### config.mk
export PLATFORM = sky130hd
export DESIGN_NAME = alu_arbiter
export DESIGN_NICKNAME = d
export VERILOG_FILES = /design/src/rtl/alu_pkg.sv /design/src/rtl/alu_arbiter_rr_picker.sv /design/src/rtl/alu_arbiter.sv
export SDC_FILE = /design/constraint.sdc
export NUM_CORES = 1
export LEC_CHECK = 0
export CELL_PAD_IN_SITES_DETAIL_PLACEMENT = 0
export CELL_PAD_IN_SITES_GLOBAL_PLACEMENT = 1
export CORE_AREA = 2 2 170 172
export DETAILED_ROUTE_END_ITERATION = 10
export DIE_AREA = 0 0 172 174
export GPL_TIMING_DRIVEN = 0
export PLACE_DENSITY_LB_ADDON = 0.25
export SETUP_SLACK_MARGIN = 0.1
export SLEW_MARGIN = 20
export SYNTH_ARGS = -nofsm -noshare
export SYNTH_HDL_FRONTEND = slang
export SYNTH_HIERARCHICAL = 1
export SYNTH_SLANG_ARGS = --single-unit
### constraint.sdc
create_clock -name clk -period 4.7 [get_ports clk]
set_input_delay 0.705 -clock clk [delete_from_list [all_inputs] [get_ports clk]]
set_output_delay 0.705 -clock clk [all_outputs]
set_load 0.01 [all_outputs]
### src/rtl/alu_pkg.sv
// Shared ALU op encodings, operand/result widths and request/response bundles.
// Latency: none (types and constants only).
// Backpressure: not applicable.
package alu_pkg;

  localparam int ALU_OPND_W = 33;
  localparam int ALU_RES_W  = 32;
  localparam int ALU_OP_W   = 5;

  localparam logic [ALU_OP_W-1:0] ALU_OP_ADD  = 5'd0;
  localparam logic [ALU_OP_W-1:0] ALU_OP_SUB  = 5'd1;
  localparam logic [ALU_OP_W-1:0] ALU_OP_AND  = 5'd2;
  localparam logic [ALU_OP_W-1:0] ALU_OP_OR   = 5'd3;
  localparam logic [ALU_OP_W-1:0] ALU_OP_XOR  = 5'd4;
  localparam logic [ALU_OP_W-1:0] ALU_OP_SLL  = 5'd5;
  localparam logic [ALU_OP_W-1:0] ALU_OP_SRL  = 5'd6;
  localparam logic [ALU_OP_W-1:0] ALU_OP_SRA  = 5'd7;
  localparam logic [ALU_OP_W-1:0] ALU_OP_IDLE = 5'd8;

  typedef struct packed {
    logic [ALU_OPND_W-1:0] in_a;
    logic [ALU_OPND_W-1:0] in_b;
    logic [ALU_OP_W-1:0]   op;
  } alu_req_t;

  typedef struct packed {
    logic [ALU_RES_W-1:0] result;
    logic                 lt;
    logic                 ltu;
    logic                 eq;
  } alu_resp_t;

  // Encoding presented to the ALU whenever nothing is in flight.
  localparam alu_req_t ALU_REQ_IDLE = '{in_a: '0, in_b: '0, op: ALU_OP_IDLE};

endpackage

### src/rtl/alu_arbiter_rr_picker.sv
// Round-robin picker: first asserted req at or after ptr, wrapping N-1 to 0.
// Latency: purely combinational.
// Backpressure: none; grant is a function of req and ptr only.
module rr_picker #(
  parameter int N     = 4,
  parameter int IDX_W = (N > 1) ? $clog2(N) : 1
) (
  input  logic [N-1:0]     req,
  input  logic [IDX_W-1:0] ptr,
  output logic [N-1:0]     grant,
  output logic [IDX_W-1:0] gnt_idx
);

  int   pos;
  logic found;

  // Scan N positions starting at ptr; the first valid requester wins.
  always_comb begin
    grant   = '0;
    gnt_idx = '0;
    found   = 1'b0;
    pos     = 0;
    for (int off = 0; off < N; off++) begin
      pos = int'(ptr) + off;
      if (pos >= N) begin
        pos = pos - N;
      end
      if (!found && req[pos]) begin
        found      = 1'b1;
        grant[pos] = 1'b1;
        gnt_idx    = pos[IDX_W-1:0];
      end
    end
  end

endmodule

### src/rtl/alu_arbiter.sv
// Shares one combinational ALU between NUM_REQ execute units via round-robin arbitration.
// Latency: accept at edge k, result registered at edge k+1 (resp_valid seen the cycle after next).
// Backpressure: resp_ready low stalls S2 then S1; req_ready drops once both stages are full.
module alu_arbiter
  import alu_pkg::*;
#(
  parameter int NUM_REQ = 4,
  parameter int ID_W    = $clog2(NUM_REQ)
) (
  input  logic                          clk,
  input  logic                          reset,
  input  logic                          flush,
  input  logic [NUM_REQ-1:0]            req_valid,
  output logic [NUM_REQ-1:0]            req_ready,
  input  logic [NUM_REQ*ALU_OPND_W-1:0] req_in_a,
  input  logic [NUM_REQ*ALU_OPND_W-1:0] req_in_b,
  input  logic [NUM_REQ*ALU_OP_W-1:0]   req_op,
  output logic                          resp_valid,
  input  logic                          resp_ready,
  output logic [ID_W-1:0]               resp_id,
  output logic [ALU_RES_W-1:0]          resp_result,
  output logic                          resp_lt,
  output logic                          resp_ltu,
  output logic                          resp_eq,
  output logic [ALU_OPND_W-1:0]         alu_in_a,
  output logic [ALU_OPND_W-1:0]         alu_in_b,
  output logic [ALU_OP_W-1:0]           alu_op,
  input  logic [ALU_RES_W-1:0]          alu_result,
  input  logic                          alu_lt,
  input  logic                          alu_ltu,
  input  logic                          alu_eq
);

  alu_req_t            req_pl [NUM_REQ];
  logic [NUM_REQ-1:0]  grant;
  logic [ID_W-1:0]     gnt_idx;
  logic [ID_W-1:0]     rr_ptr;
  logic [ID_W-1:0]     ptr_nxt;
  logic                accept;

  logic                s1_valid;
  alu_req_t            s1_req;
  logic [ID_W-1:0]     s1_id;
  logic                s1_adv;
  logic                s2_adv;

  alu_req_t            alu_req;
  alu_resp_t           alu_rsp;
  alu_resp_t           resp_q;

  // Unpack the flat per-requester operand buses into request structs.
  for (genvar i = 0; i < NUM_REQ; i++) begin : g_unpack
    assign req_pl[i] = '{in_a: req_in_a[ALU_OPND_W*i +: ALU_OPND_W],
                         in_b: req_in_b[ALU_OPND_W*i +: ALU_OPND_W],
                         op:   req_op[ALU_OP_W*i +: ALU_OP_W]};
  end

  rr_picker #(
    .N     (NUM_REQ),
    .IDX_W (ID_W)
  ) u_picker (
    .req     (req_valid),
    .ptr     (rr_ptr),
    .grant   (grant),
    .gnt_idx (gnt_idx)
  );

  // S2 can take a new entry when empty or being drained; S1 when empty or moving on.
  assign s2_adv = !resp_valid || resp_ready;
  assign s1_adv = !s1_valid || s2_adv;

  // Grant itself never looks at the pipeline state; only ready is gated.
  assign req_ready = grant & {NUM_REQ{s1_adv & ~flush}};
  assign accept    = |(req_valid & req_ready);

  assign ptr_nxt = (gnt_idx == ID_W'(NUM_REQ - 1)) ? '0 : gnt_idx + 1'b1;

  // Idle encoding whenever S1 is empty, so the ALU sees a known quiet input.
  assign alu_req  = s1_valid ? s1_req : ALU_REQ_IDLE;
  assign alu_in_a = alu_req.in_a;
  assign alu_in_b = alu_req.in_b;
  assign alu_op   = alu_req.op;

  assign alu_rsp = '{result: alu_result, lt: alu_lt, ltu: alu_ltu, eq: alu_eq};

  // Issue stage: capture the granted request and advance the round-robin pointer.
  always_ff @(posedge clk) begin
    if (reset) begin
      s1_valid <= 1'b0;
      s1_req   <= ALU_REQ_IDLE;
      s1_id    <= '0;
      rr_ptr   <= '0;
    end else if (flush) begin
      s1_valid <= 1'b0;
    end else if (s1_adv) begin
      s1_valid <= accept;
      if (accept) begin
        s1_req <= req_pl[gnt_idx];
        s1_id  <= gnt_idx;
        rr_ptr <= ptr_nxt;
      end
    end
  end

  // Response stage: register the ALU outputs; hold steady while the consumer stalls.
  always_ff @(posedge clk) begin
    if (reset) begin
      resp_valid <= 1'b0;
      resp_id    <= '0;
      resp_q     <= '0;
    end else if (flush) begin
      resp_valid <= 1'b0;
    end else if (s2_adv) begin
      resp_valid <= s1_valid;
      if (s1_valid) begin
        resp_id <= s1_id;
        resp_q  <= alu_rsp;
      end
    end
  end

  assign resp_result = resp_q.result;
  assign resp_lt     = resp_q.lt;
  assign resp_ltu    = resp_q.ltu;
  assign resp_eq     = resp_q.eq;

endmodule

Word-level counts from Yosys, hierarchy flattened
Index checks and enable logic that the tools add are counted.

Bits in registers: 114. Input bits: 327. Output and inout bits: 113. Word-level logic and storage cells: 100.

Add/subtract/negate cells: 8. Order comparisons: 13. Eq/ne operators: 1. Multiplexer cells: 40. Bitwise gates (word level): 8. Reduce and logical (&&, ||, !) cells: 18.

Operator list (number): $mux 71 (3); $bmux 71 s2 (1); $ge 32x1->1 const B (4); $lt 32x4->1 const B (4); $mux 32 (4); $ge 32x4->1 const B (3); $sub 32x4->32 const B (3); $mux 4 (4); $mux 1 (15); $or 4x4->4 (3); $mux 2 (5); $and 4x4->4 (2); $bmux 1 s2 (4); $demux 1 s2 (4); $logic_and 1x1->1 (7); $add 2x2->3 const B (2); $reduce_and 3->1 (2); $logic_not 1->1 (5); $reduce_or 4->1 (1); $sub 2x3->4 const B (1); $add 2x1->3 const B (1); $ge 2x3->1 const B (1); $ge 3x3->1 const B (1); $not 2->3 (1); 6 further kinds (7).

Longest topological paths before layout
Gate-level depths: netlist (run 1).

Depth after elaboration: 19. Depth in mapped cells: 14. Mapped depth without buffers: 11.

Modules after synthesis
The synthesis (run 1) kept the hierarchy.

By module, submodules not included: alu_arbiter (instances 1, cells each 668, area each 6193.4 um^2, seq. area each 2282.2 um^2); rr_picker (instances 1, cells each 49, area each 456.7 um^2, seq. area each 0.0 um^2).

Worst setup path after synthesis (run 1)
Ideal clock, no wire load.

Path kind: register -> register. From: register rr_ptr[0]. To: register s1_req[37] in the netlist's numbering. Setup time: 0.132 ns. Data arrival time: 3.006 ns. Data required time: 4.568 ns. Setup slack: 1.562 ns. Cell stages (with the launch flop): 13. Buffers on the path: 3. Clock period less this slack: 3.138 ns. Path through: dfxtp_1 buf_2 inv_1 ha_1 mux4_2 nor2b_4 o21ai_1 o31ai_1 buf_4 buf_4 mux4_2 nand2_1 a21oi_1.

Cells in the longest elaborated chain, start to end: 19. Elaborated cells between the ends (all ways): 75. Those cells by class: add/sub (7); order compare (12); mux (38); bitwise (6); reduce/logical (12).

RTL lines: start: declaration (RTL line alu_arbiter.sv:37) `logic [ID_W-1:0] rr_ptr;`; start signal: assignment (RTL line alu_arbiter.sv:100) `rr_ptr <= ptr_nxt;`; parallel branches: the longest is 14 deep, another holds $sub 32x4->32; $mux 2 (*) (RTL line alu_arbiter_rr_picker.sv:28) `if (!found && req[pos]) begin`; named net gnt_idx[0] (RTL line alu_arbiter.sv:36) `logic [ID_W-1:0] gnt_idx;`; $not 2->3 (not written as such) (*) (RTL line alu_arbiter.sv:98) `s1_req <= req_pl[gnt_idx];`; $bmux 71 s2 (*) (RTL line alu_arbiter.sv:98); $mux 71 (not written as such) (*) (2 in series) (RTL line alu_arbiter.sv:98); end signal: assignment (RTL line alu_arbiter.sv:98); end: declaration (RTL line alu_arbiter.sv:42) `alu_req_t s1_req;`.

Mark *: on every way through the listed nets, which the timed path passes. The select of a mux whose other input is x is not followed. A chain may end at the register's enable or synchronous reset.

Final worst setup path (run 1)
From: register rr_ptr[0]. To: output port req_ready[2].

Cells in the longest elaborated chain, start to end: 16. Elaborated cells between the ends (all ways): 64. Those cells by class: add/sub (7); order compare (12); mux (31); bitwise (4); reduce/logical (10).

RTL lines: parallel branches: the longest is 14 deep, another holds $sub 32x4->32; $mux 4 (*) (RTL line alu_arbiter_rr_picker.sv:28); named net grant[2] (RTL line alu_arbiter.sv:35) `logic [NUM_REQ-1:0] grant;`; $and 4x4->4 (*) (RTL line alu_arbiter.sv:73) `assign req_ready = grant & {NUM_REQ{s1_adv & ~flush}};`; end: declaration (RTL line alu_arbiter.sv:14) `output logic [NUM_REQ-1:0] req_ready,`.

Marked as above.

==> results of run 1 <==
-- through the flow --
stage	setup slack (ps)	utilization [%]	total power, uW	hold slack [ps]
floorplan	1560	-	3740	429
global route	166	43.1	6710	464
global placement	352	40.8	4940	437
detailed placement	334	40.8	4950	442
finish	418	43.1	6280	446
CTS	346	43.1	6420	449
-- worst max-delay path: stages (launching register included) --
cell and delay, ps:
dfxtp_1 530, buf_2 290, inv_1 130, ha_1 440
mux4_2 470, nor3_4 280, a22oi_1 110, o21ai_1 180
and3_1 190, clkdlybuf4s50_1 530
-- worst max-delay path by stage --
| stage | startpoint | to | slack [ps] |
|---|---|---|---|
| 2_1_floorplan | rr_ptr[0]$_SDFFE_PP0P_ | s1_req[37]$_SDFFE_PP0P_ | 1560 |
| 3_3_place_gp | req_valid[3] | s1_req[53]$_SDFFE_PP0P_ | 350 |
| 3_5_place_dp | req_valid[3] | s1_req[53]$_SDFFE_PP0P_ | 330 |
| 4_1_cts | rr_ptr[0]$_SDFFE_PP0P_ | s1_req[53]$_SDFFE_PP0P_ | 350 |
| 5_1_grt | rr_ptr[0]$_SDFFE_PP0P_ | s1_req[53]$_SDFFE_PP0P_ | 170 |
| 6_report | rr_ptr[0]$_SDFFE_PP0P_ | req_ready[2] | 420 |
-- power by group --
part	switching (uW)	leakage, uW	internal [uW]
combinational	1680	0.00302	1740
clock	479	0.000307	958
sequential	145	0.000927	1270
total	2300	0.00425	3980
-- registers in the layout, indices dropped and copies added, names as in the netlist --
name / cells
resp_eq: 1
resp_id: 2
resp_lt: 1
resp_ltu: 1
resp_result: 32
resp_valid: 1
rr_ptr: 2
s1_id: 2
s1_req: 71
s1_valid: 1
-- routing by layer --
metal / global-route usage, % / routed length, um / vias to the layer above
met4: 5.46 / 415 / 0
met5: 0 / 0 / -
li1: - / - / 3430
met1: 22.2 / 11400 / 3363
met3: 5.85 / 2500 / 19
met2: 35.3 / 15500 / 257
-- logic make-up (layout without fill, tap and decap cells) --
logic type | count (synthesis) | count (layout)
AO/OA/AOI/OAI | 137 | 137
adder cells (fa/ha/maj) | 9 | 9
buffers and inverters | 65 | 535
flip-flops | 114 | 114
multiplexers | 77 | 77
other | 0 | 3
AND/OR/NAND/NOR | 315 | 315
-- cell type report --
| cell class | count | area share, % |
|---|---|---|
| Timing Repair Buffer | 438 | 36.0 |
| Multi-Input combinational cell | 538 | 33.1 |
| Sequential cell | 114 | 18.7 |
| Tap cell | 384 | 3.95 |
| Clock buffer | 20 | 3.67 |
| Buffer | 61 | 2.64 |
| Clock inverter | 12 | 1.68 |
| Inverter | 4 | 0.123 |
| Antenna cell | 3 | 0.0617 |
-- cell usage after synthesis --
library cell | count | area [sq um]
o21ai_0 | 1 | 5.00
a311oi_1 | 1 | 8.76
nor2_1 | 3 | 11.3
a21oi_1 | 111 | 556
mux4_2 | 74 | 1670
a221oi_2 | 1 | 15.0
o21ai_1 | 6 | 30.0
nand2_1 | 225 | 845
a32oi_1 | 1 | 8.76
nand2b_4 | 1 | 13.8
nor3_1 | 2 | 10.0
a22oi_2 | 2 | 25.0
nand3b_2 | 1 | 11.3
and3_1 | 5 | 31.3
buf_4 | 15 | 113
clkbuf_1 | 22 | 82.6
buf_6 | 1 | 11.3
nor3b_4 | 1 | 18.8
mux4_1 | 1 | 26.3
o31ai_1 | 1 | 7.51
inv_1 | 3 | 11.3
and2_1 | 70 | 438
dfxtp_1 | 114 | 2280
a22o_1 | 1 | 8.76
buf_2 | 23 | 115
inv_2 | 1 | 3.75
nand2b_1 | 1 | 6.26
o21a_1 | 1 | 7.51
o22ai_1 | 1 | 6.26
a221o_1 | 1 | 10.0
nor3_4 | 1 | 16.3
nand3b_1 | 2 | 15.0
or3_1 | 1 | 6.26
mux2i_1 | 2 | 20.0
ha_1 | 9 | 113
a22oi_1 | 8 | 60.1
nor2b_4 | 2 | 27.5
o21bai_1 | 1 | 7.51
==> impl_summary.log, run 1 <==
INFO  metric outcome = finished, final reports clean
INFO  metric layoutNonFillerInstCount = 1574
INFO  metric final_layout_size_suffix_gt1_share = 12.9%
INFO  metric cp_data_required_time = 3990 ps
INFO  metric cts.clk_slew.worst_paths = 60 ps
INFO  metric core_region_area = 28200 sq um
INFO  metric cts_tree = built
INFO  metric via_count = 7069
INFO  metric cts_buffers = 17
INFO  metric synth.area.mux_share = 25.8%
INFO  metric unrepaired_setup_endpoints_after_global_routing = false
INFO  metric post_placement_cell_count = 1539
INFO  metric fmaxAchievable = 234 MHz
INFO  metric grt_start_max_net_pins = 17
INFO  metric min_delay_path_class = reg -> reg
INFO  metric max_slew.worst_pin.slew = 774 ps
INFO  metric overflow = 0
INFO  metric relSlewSlack = 48.4%
INFO  metric cts-htree-levels = 4
INFO  metric nFillCells = 2867
INFO  metric cp-end-kind = primary output
INFO  metric grt_pass1_wl = 43.3 mm
INFO  metric synth-xor-area-share = 0%
INFO  metric start_kind = flip-flop
INFO  metric totalWireLength = 29.9 mm
INFO  metric post_cts_hold_buffer_count = 0
INFO  metric post_synthesis_compound_gate_area_fraction = 11.4%
INFO  metric synth_top_family_by_area = multiplexers
INFO  metric max_cap_violations = 0
INFO  metric holdCritStartpoint = s1_req[53]$_SDFFE_PP0P_
INFO  metric setup.worst_path.class = reg -> out
INFO  metric cell_area_reported_after_detailed_placement = 11500 sq um
INFO  metric worstReg2RegEnd = s1_req[53]$_SDFFE_PP0P_
INFO  metric period_minus_slack = 4280 ps
INFO  metric die_height = 174 um
INFO  metric regArea = 2280 sq um
INFO  metric timing.final.max_slew_violations = 0
INFO  metric cts_setup_buffers = 0
INFO  metric p_per_area = 516 nW/um^2
INFO  metric leakagePower = 0.00425 uW
INFO  metric horizontal_extent_of_the_die = 172 um
INFO  metric track_usage = 19.6%
INFO  metric r2r_cells = 13
INFO  metric critical_path_arrival = 3580 ps
INFO  metric final_cell_area = 12200 sq um
INFO  metric layout_commonest_cell = clkdlybuf4s50_1
INFO  metric initial_antenna_violation_count = 3
INFO  metric worst_hold_path.endpoint = s1_req[53]$_SDFFE_PP0P_
INFO  metric dpl.hpwl = 23.8 mm
INFO  metric post_drt_wl_per_cell = 19.0 um
INFO  metric min_delay_path_depth = 2
INFO  metric synth_simple_gate_area_share = 21.8%
INFO  metric tns = 0 ps
INFO  metric final_setup_vio_count = 0
INFO  metric reg2reg_setup_slack = 440 ps
INFO  metric cts-root-to-sink-buffers = 2
INFO  metric clock_insertion_delay_worst_skew = 410 ps
INFO  metric netlist_instances = 717
INFO  metric synth_nets = 1053
INFO  metric clock_skew = 9.09 ps
INFO  metric reg2reg_from = rr_ptr[0]$_SDFFE_PP0P_
INFO  metric report.final.hold_viol_count = 0
INFO  metric cts_root_buf = clkbuf_16
INFO  metric final_net_count = 1510
INFO  metric yosysSeqAreaShare = 34.3%
INFO  metric yosys_register_bits = 114
INFO  metric drc = 0
INFO  metric grt_pass1_vias = 7142
INFO  metric via_per_inst = 4.49
INFO  metric synthDistinctLibCells = 38
INFO  metric initial_utilization = 23.6%
INFO  metric ratio_of_final_minimum_period_to_clock_period = 91.1%
INFO  metric buffer_ports.inserted = 438
INFO  metric irDropWorstVdd = 0.000215 V
INFO  metric synth.cell_area = 6650 sq um
INFO  metric drt_first_iter_violations = 237
INFO  metric area_growth = 83.0%
INFO  metric post_synth_fa_ha_maj_area_fraction = 1.69%
INFO  metric place.gp.congestion = 0.815
INFO  metric boundaryPins = 440
INFO  metric multiInputGateArea = 4030 sq um
INFO  metric cell_rows = 62
INFO  metric yosysWarnings = 6
INFO  metric crit_fanout = 10
INFO  metric die-area = 29900 sq um
INFO  metric drt-pass1-iter-count = 4
INFO  metric gates_resized_cts_repair = 0
INFO  metric average_footprint_of_a_synthesized_cell = 9.27 sq um
INFO  metric most-common-layout-cells = 438 x clkdlybuf4s50_1, 225 x nand2_1, 114 x dfxtp_1
INFO  metric antenna_left = 0
INFO  metric clock_sinks = 114
(Power assumes the default switching activity.)
==> run 2: changes to the inputs <==
==> constraint.sdc (replaced) <==
create_clock -name clk -period 4.7 [get_ports clk]
set_input_delay 0.705 -clock clk [delete_from_list [all_inputs] [get_ports clk]]
set_output_delay 0.705 -clock clk [all_outputs]
set_load 0.05 [all_outputs]
==> run 2 against run 1 <==
Setup slack better by 12 ps. Via count shrank 0.35%. Count of clock-buffer cells in the layout is the same. Critical path type is now reg -> reg. Critical endpoint is now s1_req[53]$_SDFFE_PP0P_.
==> impl_summary.log, run 2 (synthesis gave the netlist of run 1 again) <==
INFO  metric outcome = finished, final reports clean
INFO  metric unrepaired_setup_endpoints_after_global_routing = false
INFO  metric timing.final.max_slew_violations = 0
INFO  metric cts_tree = built
INFO  metric dpl.hpwl = 23.8 mm
INFO  metric critical_path_arrival = 4530 ps
INFO  metric buffer_ports.inserted = 438
INFO  metric die_height = 174 um
INFO  metric cts.clk_slew.worst_paths = 60 ps
INFO  metric ratio_of_final_minimum_period_to_clock_period = 90.8%
INFO  metric clock_sinks = 114
INFO  metric grt_start_max_net_pins = 17
INFO  metric final_layout_size_suffix_gt1_share = 12.9%
INFO  metric cell_with_the_biggest_individual_delay_on_the_critical_path = buf_2
INFO  metric cts_buffers = 17
INFO  metric largest-register = s1_req
INFO  metric post_placement_cell_count = 1539
INFO  metric cts-root-to-sink-buffers = 2
INFO  metric via_count = 7044
INFO  metric clock_insertion_delay_worst_skew = 410 ps
INFO  metric tns = 0 ps
INFO  metric report.final.hold_viol_count = 0
INFO  metric critPathLaunch = rr_ptr[0]$_SDFFE_PP0P_
INFO  metric critical-path-max-stage-delay = 560 ps
INFO  metric initial_antenna_violation_count = 3
INFO  metric max_cap_violations = 0
INFO  metric multiInputGateArea = 4030 sq um
INFO  metric cp-end-kind = flip-flop
INFO  metric total_chip_power = 6510 uW
INFO  metric post_drt_wl_per_cell = 19.0 um
INFO  metric reg2reg_from = rr_ptr[0]$_SDFFE_PP0P_
INFO  metric core_region_area = 28200 sq um
INFO  metric horizontal_extent_of_the_die = 172 um
INFO  metric drt-pass1-iter-count = 4
INFO  metric cell_rows = 62
INFO  metric layoutNonFillerInstCount = 1574
INFO  metric largest_reg_flops = 71
INFO  metric via_per_inst = 4.48
INFO  metric crit_fanout = 10
INFO  metric antenna_left = 0
INFO  metric relSlewSlack = 48.4%
INFO  metric final_net_count = 1510
INFO  metric fmaxAchievable = 234 MHz
INFO  metric leakagePower = 0.00432 uW
INFO  metric min_delay_path_class = reg -> reg
INFO  metric max_slew.worst_pin.slew = 774 ps
INFO  metric most-common-layout-cells = 434 x clkdlybuf4s50_1, 225 x nand2_1, 114 x dfxtp_1
INFO  metric grt_pass1_wl = 43.3 mm
INFO  metric drc = 0
INFO  metric cp_data_required_time = 4960 ps
INFO  metric overflow = 0
INFO  metric crit_top_cell = buf_2
INFO  metric irDropWorstVdd = 0.000215 V
INFO  metric final_setup_vio_count = 0
INFO  metric grt_pass1_vias = 7142
INFO  metric timing.critical_path.cells = buf_2 > inv_1 > ha_1 > mux4_2 > nor2b_4 > o21ai_1 > and3_1 > o22ai_1 > buf_2 > buf_2 > mux4_2 > nand2_1 > a21oi_1
INFO  metric cts-htree-levels = 4
INFO  metric boundaryPins = 440
INFO  metric start_kind = flip-flop
INFO  metric cts_setup_buffers = 0
INFO  metric holdWs = 446 ps
INFO  metric p_per_area = 534 nW/um^2
INFO  metric holdCritStartpoint = s1_req[53]$_SDFFE_PP0P_
INFO  metric cts_root_buf = clkbuf_16
INFO  metric die-area = 29900 sq um
INFO  metric layout_commonest_cell = clkdlybuf4s50_1
INFO  metric setup.worst_path.class = reg -> reg
INFO  metric totalWireLength = 29.9 mm
INFO  metric initial_utilization = 23.6%
INFO  metric track_usage = 19.6%
INFO  metric area_growth = 83.2%
INFO  metric clock_skew = 9.09 ps
INFO  metric nFillCells = 2865
INFO  metric place.gp.congestion = 0.815
INFO  metric drt_first_iter_violations = 240
INFO  metric regArea = 2280 sq um
INFO  metric period_minus_slack = 4270 ps
## run 2: cell count changes in the layout (fill, tap and decap cells not counted), sizes merged
cell | before | now
clkdlybuf4s50 | 438 | 434
dlymetal6s2s | 0 | 4
## run 2: stage by stage
| stage | util, % | instance area, sq um | setup WS, ps |
|---|---|---|---|
| 2_1_floorplan | - | 6650 | 1490 |
| 3_3_place_gp | 40.8 | 11500 | 352 |
| 3_5_place_dp | 40.8 | 11500 | 334 |
| 4_1_cts | 43.1 | 12200 | 137 |
| 5_1_grt | 43.1 | 12200 | 166 |
| 6_report | 43.1 | 12200 | 431 |
## run 2: path summary, 6_finish.rpt
check	end	slack [ps]	cells after the start
max reg2reg	s1_req[53]$_SDFFE_PP0P_	430	13
max	s1_req[53]$_SDFFE_PP0P_	430	13
min reg2reg	s1_req[53]$_SDFFE_PP0P_	450	2
min	s1_req[53]$_SDFFE_PP0P_	450	2
## run 2: critical path, delay by kind of cell (launching register included)
family                   cells  cell delay [ps]
AO/OA/AOI/OAI                3              350
adder cells (fa/ha/maj)      1              440
buffers and inverters        4             1330
flip-flops                   1              530
multiplexers                 2              920
AND/OR/NAND/NOR              3              540
## run 2: final cells by class
class	instances	area share [%]
timing repair buffer	438	36.1
clock inverter	12	1.67
antenna	3	0.0616
sequential	114	18.7
multi-input combinational	538	33.1
buffer	61	2.64
inverter	4	0.123
clock buffer	20	3.67
tap	384	3.94
## run 2: per-layer routing
metal / global-route usage (%) / part of all wire (%)
met5: 0 / 0
met4: 5.46 / 1.4
met3: 5.85 / 8.6
met2: 35.3 / 52
met1: 22.2 / 38
## run 2: power breakdown
part	switching (uW)	internal [uW]	leakage (uW)
logic	1910	1740	0.00308
registers	145	1270	0.000927
clock network	480	958	0.000307
total	2530	3970	0.00432
## run 2: repair_timing
item | in CTS | in global routing
hold buffers | 0 | 0
endpoints found under the setup margin | 0 | 4
gates resized for setup | 0 | 4
